$ cat config.mk
export PLATFORM = sky130hd
export DESIGN_NAME = power_sequencer
export DESIGN_NICKNAME = d
export VERILOG_FILES = /design/src/rtl/pwr_seq_pkg.sv /design/src/rtl/seq_timer.sv /design/src/rtl/power_sequencer.sv
export SDC_FILE = /design/constraint.sdc
export NUM_CORES = 1
export LEC_CHECK = 0
export ABC_AREA = 1
export ABC_CLOCK_PERIOD_IN_PS = 4300
export BUFFER_PORTS_ARGS = -buffer_cell sky130_fd_sc_hd__buf_2
export CAP_MARGIN = 20
export CORE_MARGIN = 2
export CORE_UTILIZATION = 40
export CTS_CLUSTER_DIAMETER = 120
export DETAILED_ROUTE_END_ITERATION = 12
export GPL_ROUTABILITY_DRIVEN = 1
export GPL_TIMING_DRIVEN = 0
export PLACE_DENSITY = 0.69
export SYNTH_ARGS = -nofsm -noshare
export SYNTH_HDL_FRONTEND = slang
export SYNTH_SLANG_ARGS = --single-unit
$ cat constraint.sdc
create_clock -name clk -period 4.3 [get_ports clk]
set_input_delay 0.86 -clock clk [delete_from_list [all_inputs] [get_ports clk]]
set_output_delay 0.86 -clock clk [all_outputs]
set_load 0.005 [all_outputs]
$ cat src/rtl/pwr_seq_pkg.sv
// Shared types for the MIPS core power-domain sequencer.
// The state encoding is also seen by power_manager and the test bench.
package pwr_seq_pkg;

  typedef enum logic [3:0] {
    RUN     = 4'd0,
    CLK_OFF = 4'd1,
    ISO_ON  = 4'd2,
    SAVE    = 4'd3,
    SW_OFF  = 4'd4,
    SLEEP   = 4'd5,
    SW_ON   = 4'd6,
    RESTORE = 4'd7,
    ISO_OFF = 4'd8
  } pwr_state_t;

endpackage

$ cat src/rtl/seq_timer.sv
// Loadable down-counter used to time settle, pulse-width and ack-wait
// intervals. It stops at zero, and done is high while the count is zero.
module seq_timer #(
  parameter int CNT_W = 5
) (
  input  logic             clk,
  input  logic             reset_n,
  input  logic             load,
  input  logic [CNT_W-1:0] load_val,
  output logic             done
);

  logic [CNT_W-1:0] count;

  // Count down to zero. A load takes priority over counting.
  always_ff @(posedge clk or negedge reset_n) begin
    if (!reset_n) begin
      count <= '0;
    end else if (load) begin
      count <= load_val;
    end else if (count != '0) begin
      count <= count - 1'b1;
    end
  end

  assign done = (count == '0);

endmodule

$ cat src/rtl/power_sequencer.sv
// Power-down / power-up sequencer for the MIPS core domain.
// It orders the clock gate, isolation, retention save/restore and the header
// switch. The switch chain reports completion through sw_ack, and a wait that
// runs past ACK_TIMEOUT sets a sticky fault.
//
// The timer is loaded with (interval - 1) on entry to a timed state. A state
// held for N cycles therefore leaves on the N-th edge after entry.
module power_sequencer
  import pwr_seq_pkg::*;
#(
  parameter int ISO_SETTLE     = 2,
  parameter int SAVE_CYCLES    = 1,
  parameter int RESTORE_CYCLES = 1,
  parameter int ACK_TIMEOUT    = 16,
  parameter int CNT_W          = 5
) (
  input  logic       clk,
  input  logic       reset_n,
  input  logic       sw_ctrl_net,
  input  logic       sw_ack,
  output logic       clk_en,
  output logic       iso_enable,
  output logic       ret_save,
  output logic       ret_restore,
  output logic       sw_enable,
  output logic       busy,
  output logic       fault,
  output logic [3:0] pwr_state
);

  localparam logic [CNT_W-1:0] ISO_LD     = CNT_W'(ISO_SETTLE - 1);
  localparam logic [CNT_W-1:0] SAVE_LD    = CNT_W'(SAVE_CYCLES - 1);
  localparam logic [CNT_W-1:0] RESTORE_LD = CNT_W'(RESTORE_CYCLES - 1);
  localparam logic [CNT_W-1:0] ACK_LD     = CNT_W'(ACK_TIMEOUT - 1);

  pwr_state_t       state;
  logic             t_load;
  logic [CNT_W-1:0] t_val;
  logic             t_done;

  seq_timer #(.CNT_W(CNT_W)) u_timer (
    .clk      (clk),
    .reset_n  (reset_n),
    .load     (t_load),
    .load_val (t_val),
    .done     (t_done)
  );

  // Arm the timer on the same edge that enters a timed state.
  always_comb begin
    t_load = 1'b0;
    t_val  = '0;
    case (state)
      CLK_OFF: begin
        t_load = 1'b1;
        t_val  = ISO_LD;
      end
      ISO_ON: if (t_done) begin
        t_load = 1'b1;
        t_val  = SAVE_LD;
      end
      SAVE: if (t_done) begin
        t_load = 1'b1;
        t_val  = ACK_LD;
      end
      SLEEP: if (!sw_ctrl_net) begin
        t_load = 1'b1;
        t_val  = ACK_LD;
      end
      SW_ON: if (sw_ack || t_done) begin
        t_load = 1'b1;
        t_val  = RESTORE_LD;
      end
      RESTORE: if (t_done) begin
        t_load = 1'b1;
        t_val  = ISO_LD;
      end
      default: ;
    endcase
  end

  // Sequencing FSM. Every output is registered with the state that owns it.
  always_ff @(posedge clk or negedge reset_n) begin
    if (!reset_n) begin
      state       <= RUN;
      clk_en      <= 1'b1;
      iso_enable  <= 1'b0;
      ret_save    <= 1'b0;
      ret_restore <= 1'b0;
      sw_enable   <= 1'b1;
      busy        <= 1'b0;
      fault       <= 1'b0;
    end else begin
      case (state)
        RUN: if (sw_ctrl_net) begin
          state  <= CLK_OFF;
          clk_en <= 1'b0;
          busy   <= 1'b1;
        end
        CLK_OFF: begin
          state      <= ISO_ON;
          iso_enable <= 1'b1;
        end
        ISO_ON: if (t_done) begin
          state    <= SAVE;
          ret_save <= 1'b1;
        end
        SAVE: if (t_done) begin
          state     <= SW_OFF;
          ret_save  <= 1'b0;
          sw_enable <= 1'b0;
        end
        // Leave on ack low, or on timeout with the ack still high (fault).
        SW_OFF: if (!sw_ack || t_done) begin
          state <= SLEEP;
          busy  <= 1'b0;
          if (sw_ack) fault <= 1'b1;
        end
        SLEEP: if (!sw_ctrl_net) begin
          state     <= SW_ON;
          sw_enable <= 1'b1;
          busy      <= 1'b1;
        end
        SW_ON: if (sw_ack || t_done) begin
          state       <= RESTORE;
          ret_restore <= 1'b1;
          if (!sw_ack) fault <= 1'b1;
        end
        RESTORE: if (t_done) begin
          state       <= ISO_OFF;
          ret_restore <= 1'b0;
          iso_enable  <= 1'b0;
        end
        ISO_OFF: if (t_done) begin
          state  <= RUN;
          clk_en <= 1'b1;
          busy   <= 1'b0;
        end
        // Unused encodings fall back to the powered, running state.
        default: begin
          state       <= RUN;
          clk_en      <= 1'b1;
          iso_enable  <= 1'b0;
          ret_save    <= 1'b0;
          ret_restore <= 1'b0;
          sw_enable   <= 1'b1;
          busy        <= 1'b0;
        end
      endcase
    end
  end

  assign pwr_state = state;

endmodule
==> key figures, run 1 <==
Status
  • Outcome: complete, no violations

Worst setup path
  • Worst Path Arrival: 0.97 ns
  • Critical Path Slowest Stage Cell: dfrtp_1
  • CP top delay family: flip-flops
  • Critical path required time: about 3.4 ns
  • Levels on crit path: 1
  • Crit. End Element: output pin
  • Max stage delay on crit path: a little over 0.5 ns
  • Critical Path Start Type: flop
  • Worst Path Buf+Inv: 1
  • R2R depth: 9
  • WS Path Type: reg -> out
  • Worst-path fanout max: 8
  • Crit-path cells: buf_2

Routing
  • Vias per inst: 5.14
  • TritonRoute pass-1 iters: 5
  • Routed WL: 2.33 mm
  • DRC Markers: 0
  • DR vias: 1043
  • Drt wl/cell: 11.5 um
  • Drt initial violations: 30
  • Post-route ant nets: 0

Synthesis
  • Count of cell types in the netlist: 26
  • Synthesized flop and latch total: 16
  • Post-Synthesis Cell Area: 0.00109 mm^2
  • Synth area leader: dfrtp_1
  • Mapped Nets: 160
  • Post-Synthesis Cells: between 150 and 200
  • Top post-synthesis cells by area: dfrtp_1 32%, nand2_1 14%, inv_1 7.6%
  • Ys Warns: 0
  • Syn Area/Cell: 7.02 um^2
  • Top-area cell type share of the netlist area: 0.322
  • Register area share after synthesis: 0.370

Clocking
  • Clk sink count: 16
  • Reg clk slew, reported paths: about 0.10 ns
  • CTS Buf Count: 3
  • Clk_lat worst skew: 0.29 ns
  • Htree depth: 1
  • Setup bufs post-CTS: 0
  • TritonCTS clock tree: built
  • # hold bufs at CTS: 0
  • Clock root buffer: clkbuf_4
  • CTS resizes: 0
  • CTS max path bufs: 2

STA
  • Crit share post-route: 0.425
  • Setup WS post-layout: ~2.5 ns
  • Tmin final: 1.83 ns
  • Final setup violation count: 0
  • Max-slew violations: 0
  • Slew @ Worst Pin: about 0.4 ns
  • FMAX: 548 MHz
  • Min Hold Slack: 0.467 ns
  • Worst Clk Skew: 0.00225 ns
  • Slew HR: 0.739
  • RSZ-0062 raised after global routing: false
  • Final Hold Viols: 0
  • Setup TNS: 0 ns

Finish
  • ANT cells: 0
  • Post-layout nets: roughly 180
  • Layout cells sized above 1: 0.243
  • Area Growth Syn to Fin: 13.2%
  • Final instance area: between 0.001 and 0.0015 mm^2

Global route
  • First-pass GRT wire length: 4.06 mm
  • Number of global-route vias before repair: approximately 970
  • Tot GR Track Use: 0.159
  • Grt total ovfl: 0
  • Pin count of the biggest net entering global routing: 17
  • Initial antenna violation count: 0

Die
  • Core ar.: 0.00252 mm^2
  • Die Span Y: 56.2 um
  • Initial Util: 0.432
  • DIE AREA: 0.00315 mm^2
  • Die Wd: 56.2 um
  • # IOs: 15
  • Core Rows: 18

Placed design
  • Pre-CTS WS: 2.52 ns
  • Post-DP Area: 0.00120 mm^2
  • RD Place Congestion: 0.849
  • I/O Buffers: 14
  • Hpwl dp: roughly 1.8 mm

Min path
  • Hold WC Path Type: in -> async

Power and ir drop
  • Worst vdd ir: 0.371 mV
  • Pwr dens: 776 mW/mm^2
  • Leakage power: 0.707 nW

Job
  • Maxcap violations: 0
==> through the flow <==
step	power (mW)	utilization	instances
after floorplan	0.709	-	155
after global placement	0.836	0.474	199
after detailed placement	0.852	0.474	199
after CTS	0.960	0.489	203
after global routing	1.06	0.489	203
final	0.956	0.489	203
==> kinds of logic after synthesis <==
family | share of synthesized area
buf+inv | 0.100
fa+ha+maj | 0.0115
compound gates | 0.108
simple gates | 0.394
flops | 0.370
xor+xnor | 0.0161
==> state kept, by name, indices dropped and copies added, names as in the netlist <==
signal,count
clk_en,1
busy,1
fault,1
u_timer.count,5
sw_enable,1
ret_save,1
pwr_state,4
ret_restore,1
iso_enable,1
==> cell usage in the layout (no fill, tap or decap), types with 2 or more instances in the layout <==
cell type  instances
dfrtp_1           14
inv_2              2
o21ai_0           12
nand2_2            5
nand4_1            6
nor2_1            15
xor2_1             2
nand3_1           11
inv_1             22
buf_2             14
dfstp_2            2
nand3_2            2
clkbuf_4           3
o21ai_1            2
nor2_2             6
nand2_1           40
a21oi_1            3
==> path summary, 6_finish.rpt <==
kind / start / to / slack, ns
max in group asynchronous: reset_n / sw_enable / 3.52
min in group clk: sw_enable / sw_enable / 0.47
max reg2reg: u_timer.count[0] / pwr_state[2] / 2.63
min reg2reg: sw_enable / sw_enable / 0.47
min: reset_n / busy / 0.47
max: pwr_state[1] / pwr_state[1] / 2.47
==> cells in the mapped netlist (all sizes together) <==
cell type	number
dfrtp	14
inv	24
nor2	22
a21o	1
xor2	2
nand2	46
buf	2
o21ai	14
nand4	6
or2	1
o211ai	1
o22ai	1
nand3	13
a21oi	3
ha	1
dfstp	2
nor3	1
nor3b	1
==> cell type report <==
cell class,instances,area (um^2)
Fill cell,267,1290
Tap cell,30,37.5
Multi-Input combinational cell,113,577
Buffer,2,18.8
Clock buffer,4,36.3
Timing Repair Buffer,14,70.1
Inverter,24,90.1
Sequential cell,16,403
==> per-layer routing <==
layer,global-route usage,vias to the layer above,routed length [um]
met5,0,-,0
met4,0.0578,0,23
met3,0.0326,4,114
met2,0.234,31,1060
met1,0.230,478,1130
li1,-,530,-
==> power breakdown <==
part	internal, mW	switching [mW]
Clock	0.0515	0.0518
Sequential	0.221	0.0477
Combinational	0.219	0.364
No activity file was read; power rests on OpenSTA's default activity.
==> run 2, diff against run 1 <==
Settings changed: ABC_AREA 1 to 0, ABC_CLOCK_PERIOD_IN_PS 4300 to 1900.
Clock period 4.3 ns to 1.9 ns, I/O delays scaled along.
==> run 2 against run 1 <==
Net effect: core utilization is 0.47 points higher; non-clock buffer count is 10 higher; worst setup slack worse by 2.4 ns; via count is 10% lower; combinational power is 110% higher; first-iteration DRC count is 6.7% lower; critical path depth is 6 higher.
==> key figures, run 2 <==
Synthesis
  • Primary FF master, synth: dfrtp_1
  • Top post-synthesis cells by area: dfrtp_1 35%, dfstp_2 5.2%, nor2_1 3.3%
  • Mapped Nets: 116 (-28%)
  • Synth Area in Adders: 0.0124 (+0.000882)
  • Async S/R FF share, synth: 1.00 (unchanged)
  • Post-Synthesis Cells: 111 (-28%)
  • Synth Area in Compound Gates: 0.251 (+0.143)
  • Cell with the most instances after synthesis: dfrtp_1
  • Ys Warns: 0 (unchanged)
  • Main combinational cell family by area after synthesis: compound AO/OA/AOI/OAI gates
  • Simple-Gate Fraction of Synth Area: 0.220 (-0.174)
  • Count of cell types in the netlist: 45 (+73%)
  • Post-Synthesis Cell Area: 0.00101 mm^2 (-7.1%)
  • Multiplexer area fraction after synthesis: 0.0111 (+0.0111)
  • Xor/xnor share of the synthesized area: 0.0347 (+0.0186)
  • Number of synthesized flops with an enable pin: 0 (unchanged)
  • Syn Area/Cell: 9.11 um^2 (+30%)
  • Top-area cell type share of the netlist area: 0.347 (+0.0247)
  • Synthesized flop and latch total: 16 (unchanged)
  • Register area share after synthesis: 0.399 (+0.0284)
  • Most frequent cells after synthesis: 14 x dfrtp_1, 9 x nor2_1, 6 x nand2_1, 6 x nor3_1, 6 x o21ai_0
  • Synth area leader: dfrtp_1

Power and ir drop
  • Leakage power: 0.489 nW (-31%)
  • Tot Pwr: 1.99 mW (+110%)
  • Worst vdd ir: 0.867 mV (+130%)
  • Pwr dens: 1660 mW/mm^2 (+110%)

Worst setup path
  • Reg-to-reg critical path endpoint: u_timer.count[2]
  • R2R depth: 7 (-2)
  • Crit. End Element: flop
  • WS Path Type: reg -> reg
  • Worst-path fanout max: 9 (+1)
  • R2r startpoint: u_timer.count[0]
  • Critical path required time: 2.11 ns (-1.33 ns)
  • Crit path launch: u_timer.count[0]
  • R2R Setup Slk: 0.08 ns (-2.55 ns)
  • Worst Path Arrival: 2.03 ns (+1.06 ns)
  • Critical Path Start Type: flop

STA
  • Tmin final: 1.82 ns
  • Setup TNS: 0 ns (unchanged)
  • RSZ-0062 raised after global routing: true
  • Slew @ Worst Pin: 0.470 ns (+0.0802 ns)
  • Crit share post-route: 0.958
  • Final setup violation count: 0 (unchanged)
  • FMAX: 549 MHz
  • Max-slew violations: 0 (unchanged)
  • Worst Clk Skew: 0.00437 ns (+0.00212 ns)
  • Final Hold Viols: 0 (unchanged)
  • Slew HR: 0.687 (-0.0517)

Routing
  • TritonRoute pass-1 iters: 4 (-1)
  • Routed WL: 2.45 mm (+5.1%)
  • M1 WL: 1.21 mm (+6.6%)
  • Vias per inst: 5.83 (+13%)
  • Top sig layer: met4
  • DRC Markers: 0 (unchanged)
  • DR vias: 938 (-10%)
  • Post-route ant nets: 0 (unchanged)
  • Drt initial violations: 28 (-6.7%)
  • Met3 WL: 87 um (-24%)
  • Met2 wire len: 1.13 mm (+6.6%)
  • Drt wl/cell: 15.2 um (+32%)

Finish
  • Final instance area: 0.00120 mm^2 (-2.6%)
  • Max FFs per register: 5 (unchanged)
  • Commonest non-fill, non-tap cell in the layout: buf_2
  • Layout cells sized above 1: 0.282 (+0.0397)
  • Most frequent cells in the layout: 18 x buf_2, 14 x dfrtp_1, 9 x nor2_1
  • Biggest register: u_timer.count
  • Final Non-Filler Cells: 161 (-21%)
  • ANT cells: 0 (unchanged)
  • Post-layout nets: 137 (-23%)
  • Area Growth Syn to Fin: 18.7%

Die
  • Core ar.: 0.00243 mm^2 (-3.6%)
  • DIE AREA: 0.00295 mm^2 (-6.6%)
  • Die Wd: 54.3 um (-3.4%)
  • Core Rows: 18 (unchanged)
  • Initial Util: 0.416 (-0.0159)
  • Die Span Y: 54.3 um (-3.4%)
  • # IOs: 15 (unchanged)

Placed design
  • I/O Buffers: 14 (unchanged)
  • RD Place Congestion: 0.916 (+7.8%)
  • Hpwl dp: 1.74 mm (-2.6%)
  • Post-Place Cells: 155 (-22%)
  • Post-DP Area: 0.00112 mm^2 (-6.5%)

Min path
  • Hold WC Path Type: in -> reg
  • Hold_sp: sw_ack
  • Worst Hold Path Cells: 3
  • Worst Hold End: fault

Status
  • Outcome: complete, no violations

Clocking
  • Reg clk slew, reported paths: 0.09 ns (about the same)
  • TritonCTS clock tree: built
  • Clk sink count: 16 (unchanged)
  • Clock root buffer: clkbuf_4
  • CTS max path bufs: 2 (unchanged)
  • CTS Buf Count: 3 (unchanged)
  • Clk_lat worst skew: 0.29 ns (about the same)
  • Htree depth: 1 (unchanged)

Global route
  • Number of global-route vias before repair: 860 (-11%)
  • Initial antenna violation count: 0 (unchanged)
  • Pin count of the biggest net entering global routing: 17 (unchanged)
  • Tot GR Track Use: 0.191 (+0.0311)
  • Grt total ovfl: 0 (unchanged)
  • First-pass GRT wire length: 4.11 mm (+1.2%)

Job
  • Maxcap violations: 0 (unchanged)
==> run 2: cell count changes after synthesis, sizes merged, moves of 6 or more <==
cell / delta
inv: -19
nand2: -40
nand3: -12
nor2: -13
o21ai: -6
==> run 2: layer usage <==
metal	track usage	vias to the layer above
met5	0	-
met1	0.277	466
met2	0.287	21
met4	0.0667	0
li1	-	447
met3	0.0273	4
==> run 2: timing repair <==
| item | in CTS | in global routing |
|---|---|---|
| pin swaps | 1 | 1 |
| hold buffers | 1 | 0 |
| setup endpoints to repair | 12 | 8 |
| resized for setup | 3 | 5 |
| setup buffers | 1 | 0 |
| gates cloned | 0 | 0 |
| hold endpoints to repair | 8 | 0 |
==> run 2: power breakdown <==
group / internal [mW] / leakage, nW / switching (mW) / total, mW
registers: 0.481 / 0.184 / 0.109 / 0.590
logic: 0.540 / 0.290 / 0.671 / 1.21
clock network: 0.0816 / 0.0150 / 0.107 / 0.189
total: 1.10 / 0.489 / 0.887 / 1.99
==> run 2: worst max-delay path by stage <==
stage / endpoint / slack (ns) / cells after the start
2_1_floorplan: u_timer.count[2] / 0.15 / 7
3_3_place_gp: pwr_state[2] / -0.28 / 7
3_5_place_dp: pwr_state[2] / -0.30 / 7
4_1_cts: u_timer.count[2] / 0.01 / 7
5_1_grt: u_timer.count[2] / -0.02 / 7
6_report: u_timer.count[2] / 0.08 / 7
==> run 2: layout make-up <==
class / instances / area, um^2
multi-input combinational: 80 / 573
timing repair buffer: 16 / 87.6
tap: 30 / 37.5
clock buffer: 4 / 26.3
fill: 247 / 1230
buffer: 10 / 53.8
inverter: 5 / 18.8
sequential: 16 / 403
==> run 2: kinds of logic after synthesis <==
logic type,count (synthesis)
simple gates,39
compound gates,35
flops,16
buf+inv,15
xor+xnor,4
mux,1
fa+ha+maj,1
==> run 2: stage by stage <==
step                       util  setup slack, ns  hold WS (ns)
final                     0.493           0.0798         0.422
after global routing      0.493          -0.0207         0.431
after CTS                 0.485           0.0123         0.412
after detailed placement  0.460           -0.298         0.318
after global placement    0.460           -0.279         0.313
after floorplan               -            0.148        0.0844
==> run 2: critical path, stage by stage (launching register included) <==
cell and delay (ns):
dfrtp_1 0.41, inv_2 0.10, ha_4 0.16, or4b_4 0.45, buf_6 0.16, nor3b_4 0.20, o21ai_2 0.09, a2bb2oi_1 0.18
